===== src/rtl/conv_out_packer.sv =====
// conv_out_packer
//   Requantises the convolution engine's three result lanes to one byte each,
//   packs the bytes little-endian into 32-bit words, buffers them in a
//   first-word-fall-through word FIFO and drives an AXI4-Stream master toward
//   the DMA S2MM channel. Frame end is marked with tlast/tstrb.
//
//   Optional feature macro: CONV_OUT_PACKER_RELU_EN
//     defined   -> unsigned ReLU bytes (clamp to 0..255)
//     undefined -> signed bytes (clamp to -128..127)
//
// Ports
//   m_axis_aclk      clock
//   m_axis_aresetn   async active-low reset
//   res0/res1/res2   signed result lanes, res0 is the lowest output byte
//   res_v            beat valid (single cycle, no backpressure)
//   res_last         final beat of a frame (qualified by res_v)
//   m_axis_t*        AXI4-Stream master (tvalid/tdata/tstrb/tlast/tready)
//   fifo_level       FIFO occupancy in words
//   err              sticky: FIFO overflow or beat dropped during FLUSH

// Per-lane requantiser: arithmetic shift then saturate to a byte.
module conv_out_packer_lane #(
   parameter int RES_W = 20,
   parameter int SHIFT = 8
) (
   input  logic [RES_W-1:0] res,
   output logic [7:0]       q_byte
);
   logic signed [RES_W-1:0] q;

   assign q = $signed(res) >>> SHIFT;

`ifdef CONV_OUT_PACKER_RELU_EN
   localparam logic signed [RES_W-1:0] Q_MAX = RES_W'(255);

   always_comb begin
      if (q[RES_W-1])     q_byte = 8'h00;
      else if (q > Q_MAX) q_byte = 8'hFF;
      else                q_byte = q[7:0];
   end
`else
   localparam logic signed [RES_W-1:0] Q_MAX = RES_W'(127);
   localparam logic signed [RES_W-1:0] Q_MIN = RES_W'(-128);

   always_comb begin
      if (q > Q_MAX)      q_byte = 8'h7F;
      else if (q < Q_MIN) q_byte = 8'h80;
      else                q_byte = q[7:0];
   end
`endif
endmodule

module conv_out_packer #(
   parameter int RES_W = 20,
   parameter int SHIFT = 8,
   parameter int DEPTH = 16
) (
   input  logic                     m_axis_aclk,
   input  logic                     m_axis_aresetn,
   input  logic [RES_W-1:0]         res0,
   input  logic [RES_W-1:0]         res1,
   input  logic [RES_W-1:0]         res2,
   input  logic                     res_v,
   input  logic                     res_last,
   output logic                     m_axis_tvalid,
   output logic [31:0]              m_axis_tdata,
   output logic [3:0]               m_axis_tstrb,
   output logic                     m_axis_tlast,
   input  logic                     m_axis_tready,
   output logic [$clog2(DEPTH):0]   fifo_level,
   output logic                     err
);
   localparam int NUM_LANES = 3;
   localparam int AW        = $clog2(DEPTH);

   typedef enum logic {RUN, FLUSH} state_t;

   // ---------------- requantisation ----------------
   logic [NUM_LANES-1:0][RES_W-1:0] res_lane;
   logic [NUM_LANES-1:0][7:0]       beat_bytes;

   assign res_lane = {res2, res1, res0};

   genvar g;
   generate
      for (g = 0; g < NUM_LANES; g++) begin : g_lane
         conv_out_packer_lane #(.RES_W(RES_W), .SHIFT(SHIFT)) u_lane (
            .res    (res_lane[g]),
            .q_byte (beat_bytes[g])
         );
      end
   endgenerate

   // ---------------- byte accumulator + FSM ----------------
   // Bytes at or above acc_cnt are always zero, so a partial push needs no
   // masking and appending is a plain OR.
   state_t      state, state_nxt;
   logic [47:0] acc_data, acc_data_nxt, rem_data;
   logic [2:0]  acc_cnt, acc_cnt_nxt, rem_cnt;
   logic        flush_pend, flush_pend_nxt;
   logic        push_full, push_part, push_vld, push_last;
   logic [3:0]  push_strb;
   logic        beat_ok, beat_drop;

   always_comb begin
      push_full      = 1'b0;
      push_part      = 1'b0;
      push_vld       = 1'b0;
      push_last      = 1'b0;
      push_strb      = 4'h0;
      rem_cnt        = acc_cnt;
      rem_data       = acc_data;
      beat_ok        = 1'b0;
      beat_drop      = 1'b0;
      acc_data_nxt   = acc_data;
      acc_cnt_nxt    = acc_cnt;
      flush_pend_nxt = flush_pend;
      state_nxt      = state;

      push_full = (acc_cnt >= 3'd4);
      push_part = !push_full && flush_pend && (acc_cnt != 3'd0);
      push_vld  = push_full || push_part;

      if (push_full) begin
         // A full word closes the frame only when nothing is left behind it.
         push_last = flush_pend && (acc_cnt == 3'd4);
         push_strb = 4'hF;
         rem_cnt   = acc_cnt - 3'd4;
         rem_data  = {32'b0, acc_data[47:32]};
      end else if (push_part) begin
         push_last = 1'b1;
         case (acc_cnt)
            3'd1:    push_strb = 4'h1;
            3'd2:    push_strb = 4'h3;
            default: push_strb = 4'h7;
         endcase
         rem_cnt  = 3'd0;
         rem_data = 48'b0;
      end

      beat_ok   = res_v && (state == RUN);
      beat_drop = res_v && (state == FLUSH);

      // rem_cnt never exceeds 3 here, so 3 new bytes always fit in 6.
      acc_data_nxt = rem_data |
                     (beat_ok ? ({24'b0, beat_bytes} << {rem_cnt, 3'b000}) : 48'b0);
      acc_cnt_nxt  = rem_cnt + (beat_ok ? 3'd3 : 3'd0);

      flush_pend_nxt = (flush_pend && !push_last) || (beat_ok && res_last);

      case (state)
         RUN:   if (flush_pend && push_full && (acc_cnt > 3'd4)) state_nxt = FLUSH;
         FLUSH: state_nxt = RUN;
         default: state_nxt = RUN;
      endcase
   end

   always_ff @(posedge m_axis_aclk or negedge m_axis_aresetn) begin
      if (!m_axis_aresetn) begin
         state      <= RUN;
         acc_data   <= 48'b0;
         acc_cnt    <= 3'd0;
         flush_pend <= 1'b0;
      end else begin
         state      <= state_nxt;
         acc_data   <= acc_data_nxt;
         acc_cnt    <= acc_cnt_nxt;
         flush_pend <= flush_pend_nxt;
      end
   end

   // ---------------- word FIFO (FWFT) ----------------
   logic [36:0] mem [DEPTH];
   logic [AW:0] wr_ptr, rd_ptr;
   logic        fifo_full, fifo_empty, pop, wr_en, overflow;

   assign fifo_level = wr_ptr - rd_ptr;
   assign fifo_full  = (fifo_level == (AW+1)'(DEPTH));
   assign fifo_empty = (fifo_level == '0);
   assign pop        = !fifo_empty && m_axis_tready;
   // When full, a same-cycle pop frees the slot being written.
   assign wr_en      = push_vld && (!fifo_full || pop);
   assign overflow   = push_vld && fifo_full && !pop;

   always_ff @(posedge m_axis_aclk) begin
      if (wr_en) mem[wr_ptr[AW-1:0]] <= {push_last, push_strb, acc_data[31:0]};
   end

   always_ff @(posedge m_axis_aclk or negedge m_axis_aresetn) begin
      if (!m_axis_aresetn) begin
         wr_ptr <= '0;
         rd_ptr <= '0;
         err    <= 1'b0;
      end else begin
         if (wr_en) wr_ptr <= wr_ptr + 1'b1;
         if (pop)   rd_ptr <= rd_ptr + 1'b1;
         if (overflow || beat_drop) err <= 1'b1;
      end
   end

   // Payload is gated by empty so the outputs read zero while nothing is
   // queued, including immediately on reset assertion.
   assign m_axis_tvalid = !fifo_empty;
   assign {m_axis_tlast, m_axis_tstrb, m_axis_tdata} =
      fifo_empty ? 37'b0 : mem[rd_ptr[AW-1:0]];
endmodule


===== config.mk =====
export PLATFORM = sky130hd
export DESIGN_NAME = conv_out_packer
export DESIGN_NICKNAME = d
export VERILOG_FILES = /design/src/rtl/conv_out_packer.sv
export SDC_FILE = /design/constraint.sdc
export NUM_CORES = 1
export LEC_CHECK = 0
export CORE_MARGIN = 5
export CORE_UTILIZATION = 57
export DETAILED_ROUTE_END_ITERATION = 8
export DONT_BUFFER_PORTS = 1
export GPL_ROUTABILITY_DRIVEN = 1
export PLACE_DENSITY_LB_ADDON = 0.2
export REMOVE_ABC_BUFFERS = 1
export SETUP_SLACK_MARGIN = 0.02
export SLEW_MARGIN = 20
export SYNTH_ARGS = -nofsm -noshare
export SYNTH_HDL_FRONTEND = slang
export SYNTH_SLANG_ARGS = --single-unit

===== constraint.sdc =====
create_clock -name m_axis_aclk -period 5.2 [get_ports m_axis_aclk]
set_clock_uncertainty 0.2 [all_clocks]
set_input_delay 0.78 -clock m_axis_aclk [delete_from_list [all_inputs] [get_ports m_axis_aclk]]
set_output_delay 0.78 -clock m_axis_aclk [all_outputs]
set_load 0.1 [all_outputs]

==> flow_summary.ini <==
[synthesis]
ys_warn_count = 0
synth_cell_types = 55
synth_area_per_cell_um2 = 18.3
synth-seq-cells = 656
synth_top_flop_cell = edfxtp_1
netlist_instances = 1448
syn_area_mm2 = 0.0265
ys_seq_area_share_pct = 73.1
synth-edff-count = 592
async_reset_ff_share_pct = 9.76

[sta]
rsz0062_at_grt = no
max_freq_ghz = 0.210
period_share_pct = 91.7
tightest_slew_ns = 1.07
slew_headroom_pct = 28.3
maxSlewViolCount = 0
fin_crit_ns = 4.77
worst_slack_ns = 0.432
finalHoldViolations = 0
setup_violations = 0

[grt]
groute.usage.overall_pct = 24.1
grt_max_degree = 90
overflow = 0
grt_pass1_wl_mm = 90.8
grt_pass1_vias = 14100
grt_antenna_before_repair = 4

[worst_setup_path]
cp_data_arrival_time_ns = 3.79
endpoint_kind = output pin
reg2reg_from = rd_ptr[3]
critPathMaxStageDelay_ns = 0.67
start_kind = flip-flop
cp.required_ns = 4.22
setup.worst_path.start = rd_ptr[0]
path_class = reg -> out
crit_family = adder cells
crit_chain = ha_1 > inv_1 > fa_1 > nor3b_1 > nand4b_1 > a211oi_4 > buf_12 > a211oi_4 > buf_12
worstPathMaxFanout = 20
path_buf_inv = 3
cpMaxStageDelayCell = dfrtp_4

[place]
hpwl_mm = 35.6
place.gp.congestion = 0.938
pre_cts_ws_ns = 1.03
port_buffers = 0

[route]
num_vias = 13800
routed_wl_mm = 60.0
dr.pass1.iters = 7
wl_per_cell_um = 27.7
drc = 0
first_iter_violations = 1345
ant_nets = 0
viasPerCell = 6.37

[clocking]
cts_max_level = 2
clock_latency_ns = 0.61
post-cts-setup-buffers = 0
holdBufCountCts = 2
root_buffer = clkbuf_16
cts_buffer_depth = 3
clock-sinks = 656
cts_buffers = 61
cts_resized = 0
tritoncts = yes
clk_pin_slew_ns = 0.06

[floorplanning]
rows = 79
die_w_um = 226
die_area_mm2 = 0.0509
pin_count = 109
core_area_mm2 = 0.0463
initial_core_util_pct = 57.3
die_y_um = 226

[final_layout]
synthToLayoutAreaGrowth_pct = 15.5
drive_gt1_share_pct = 25.5
final_cell_mix = 592 x edfxtp_1, 148 x mux4_2, 130 x nand2_1
layout_commonest_cell = edfxtp_1
finalNetCount = 1581

[flow_run]
cap_violations = 0

[hold_path]
hp-start = res0[19]
hold_class = in -> reg

[run_status]
status = finished, final reports clean
## synth_stat cells (all sizes together) (36+ instances only)
cell type | number | area (um^2)
mux2i | 38 | 380
a21oi | 42 | 214
o21ai | 55 | 275
a211oi | 45 | 343
and3 | 39 | 244
clkbuf | 36 | 135
dfrtp | 64 | 1600
inv | 40 | 150
nand2 | 130 | 488
mux4 | 148 | 3330
buf | 50 | 300
edfxtp | 592 | 17800
## per-layer routing
layer	wire, um	global-route usage, %	part of all wire (%)	vias to the layer above
met1	23900	34.8	40	7246
met5	11	0	0.018	-
met2	29100	37.8	49	571
met3	5680	6.51	9.5	81
met4	1250	5.41	2.1	2
li1	-	-	-	5891
## registers in the layout (all words and copies together), names as in the netlist
name and cells:
acc_cnt 3, flush_pend 1, state 1, err 1, acc_data 48, mem 592, rd_ptr 5, wr_ptr 5
## worst reg2reg max path, stage by stage (launching register included)
cell and delay, ns:
dfrtp_4 0.76, clkinv_1 0.20, ha_1 0.41, a21oi_1 0.19, a21oi_1 0.15, nor2_2 0.41, o31ai_4 0.21, buf_4 0.28
nor2_4 0.51, buf_4 0.47
## cell type report
| type | instances | area, um^2 |
|---|---|---|
| antenna | 1 | 2.50 |
| clock buffer | 79 | 1670 |
| clock inverter | 36 | 349 |
| fill | 3051 | 15600 |
| inverter | 40 | 150 |
| multi-input combinational | 666 | 7150 |
| sequential | 656 | 19400 |
| tap | 607 | 759 |
| timing repair buffer | 79 | 1150 |
## path summary, 6_finish.rpt
check	end	slack (ns)	cells after the start
max reg2reg	mem[13][23]	1.07	9
min in group asynchronous	flush_pend	0.58	2
min reg2reg	state	0.28	1
max in group asynchronous	rd_ptr[3]	3.91	2
min	acc_data[7]	0.1	2
max	m_axis_tstrb[2]	0.43	9
## stage by stage
stage           TNS, ns  util (%)  hold slack, ns  instances  instance area [um^2]
2_1_floorplan  -3833.34         -           0.221       1362                 26100
3_3_place_gp          0      61.7           0.244       2046                 28600
3_5_place_dp          0      61.7           0.261       2046                 28600
4_1_cts               0      66.2          0.0708       2163                 30600
5_1_grt               0      66.2          0.0806       2164                 30600
6_report              0      66.2          0.0994       2164                 30600
## cell families (layout without fill, tap and decap cells)
group           after synthesis  count (layout)  synth area share, %
buf+inv                     126             234                 2.21
compound gates              204             204                 5.23
fa+ha+maj                    12              12                0.623
simple gates                250             250                 4.34
mux                         188             188                 14.1
flops                       656             656                 73.1
xor+xnor                     12              12                0.397
other cells                   0               1                    0
Power is not shown: default switching activity piles up to over one toggle a cycle in this logic, so the estimate is an artifact.
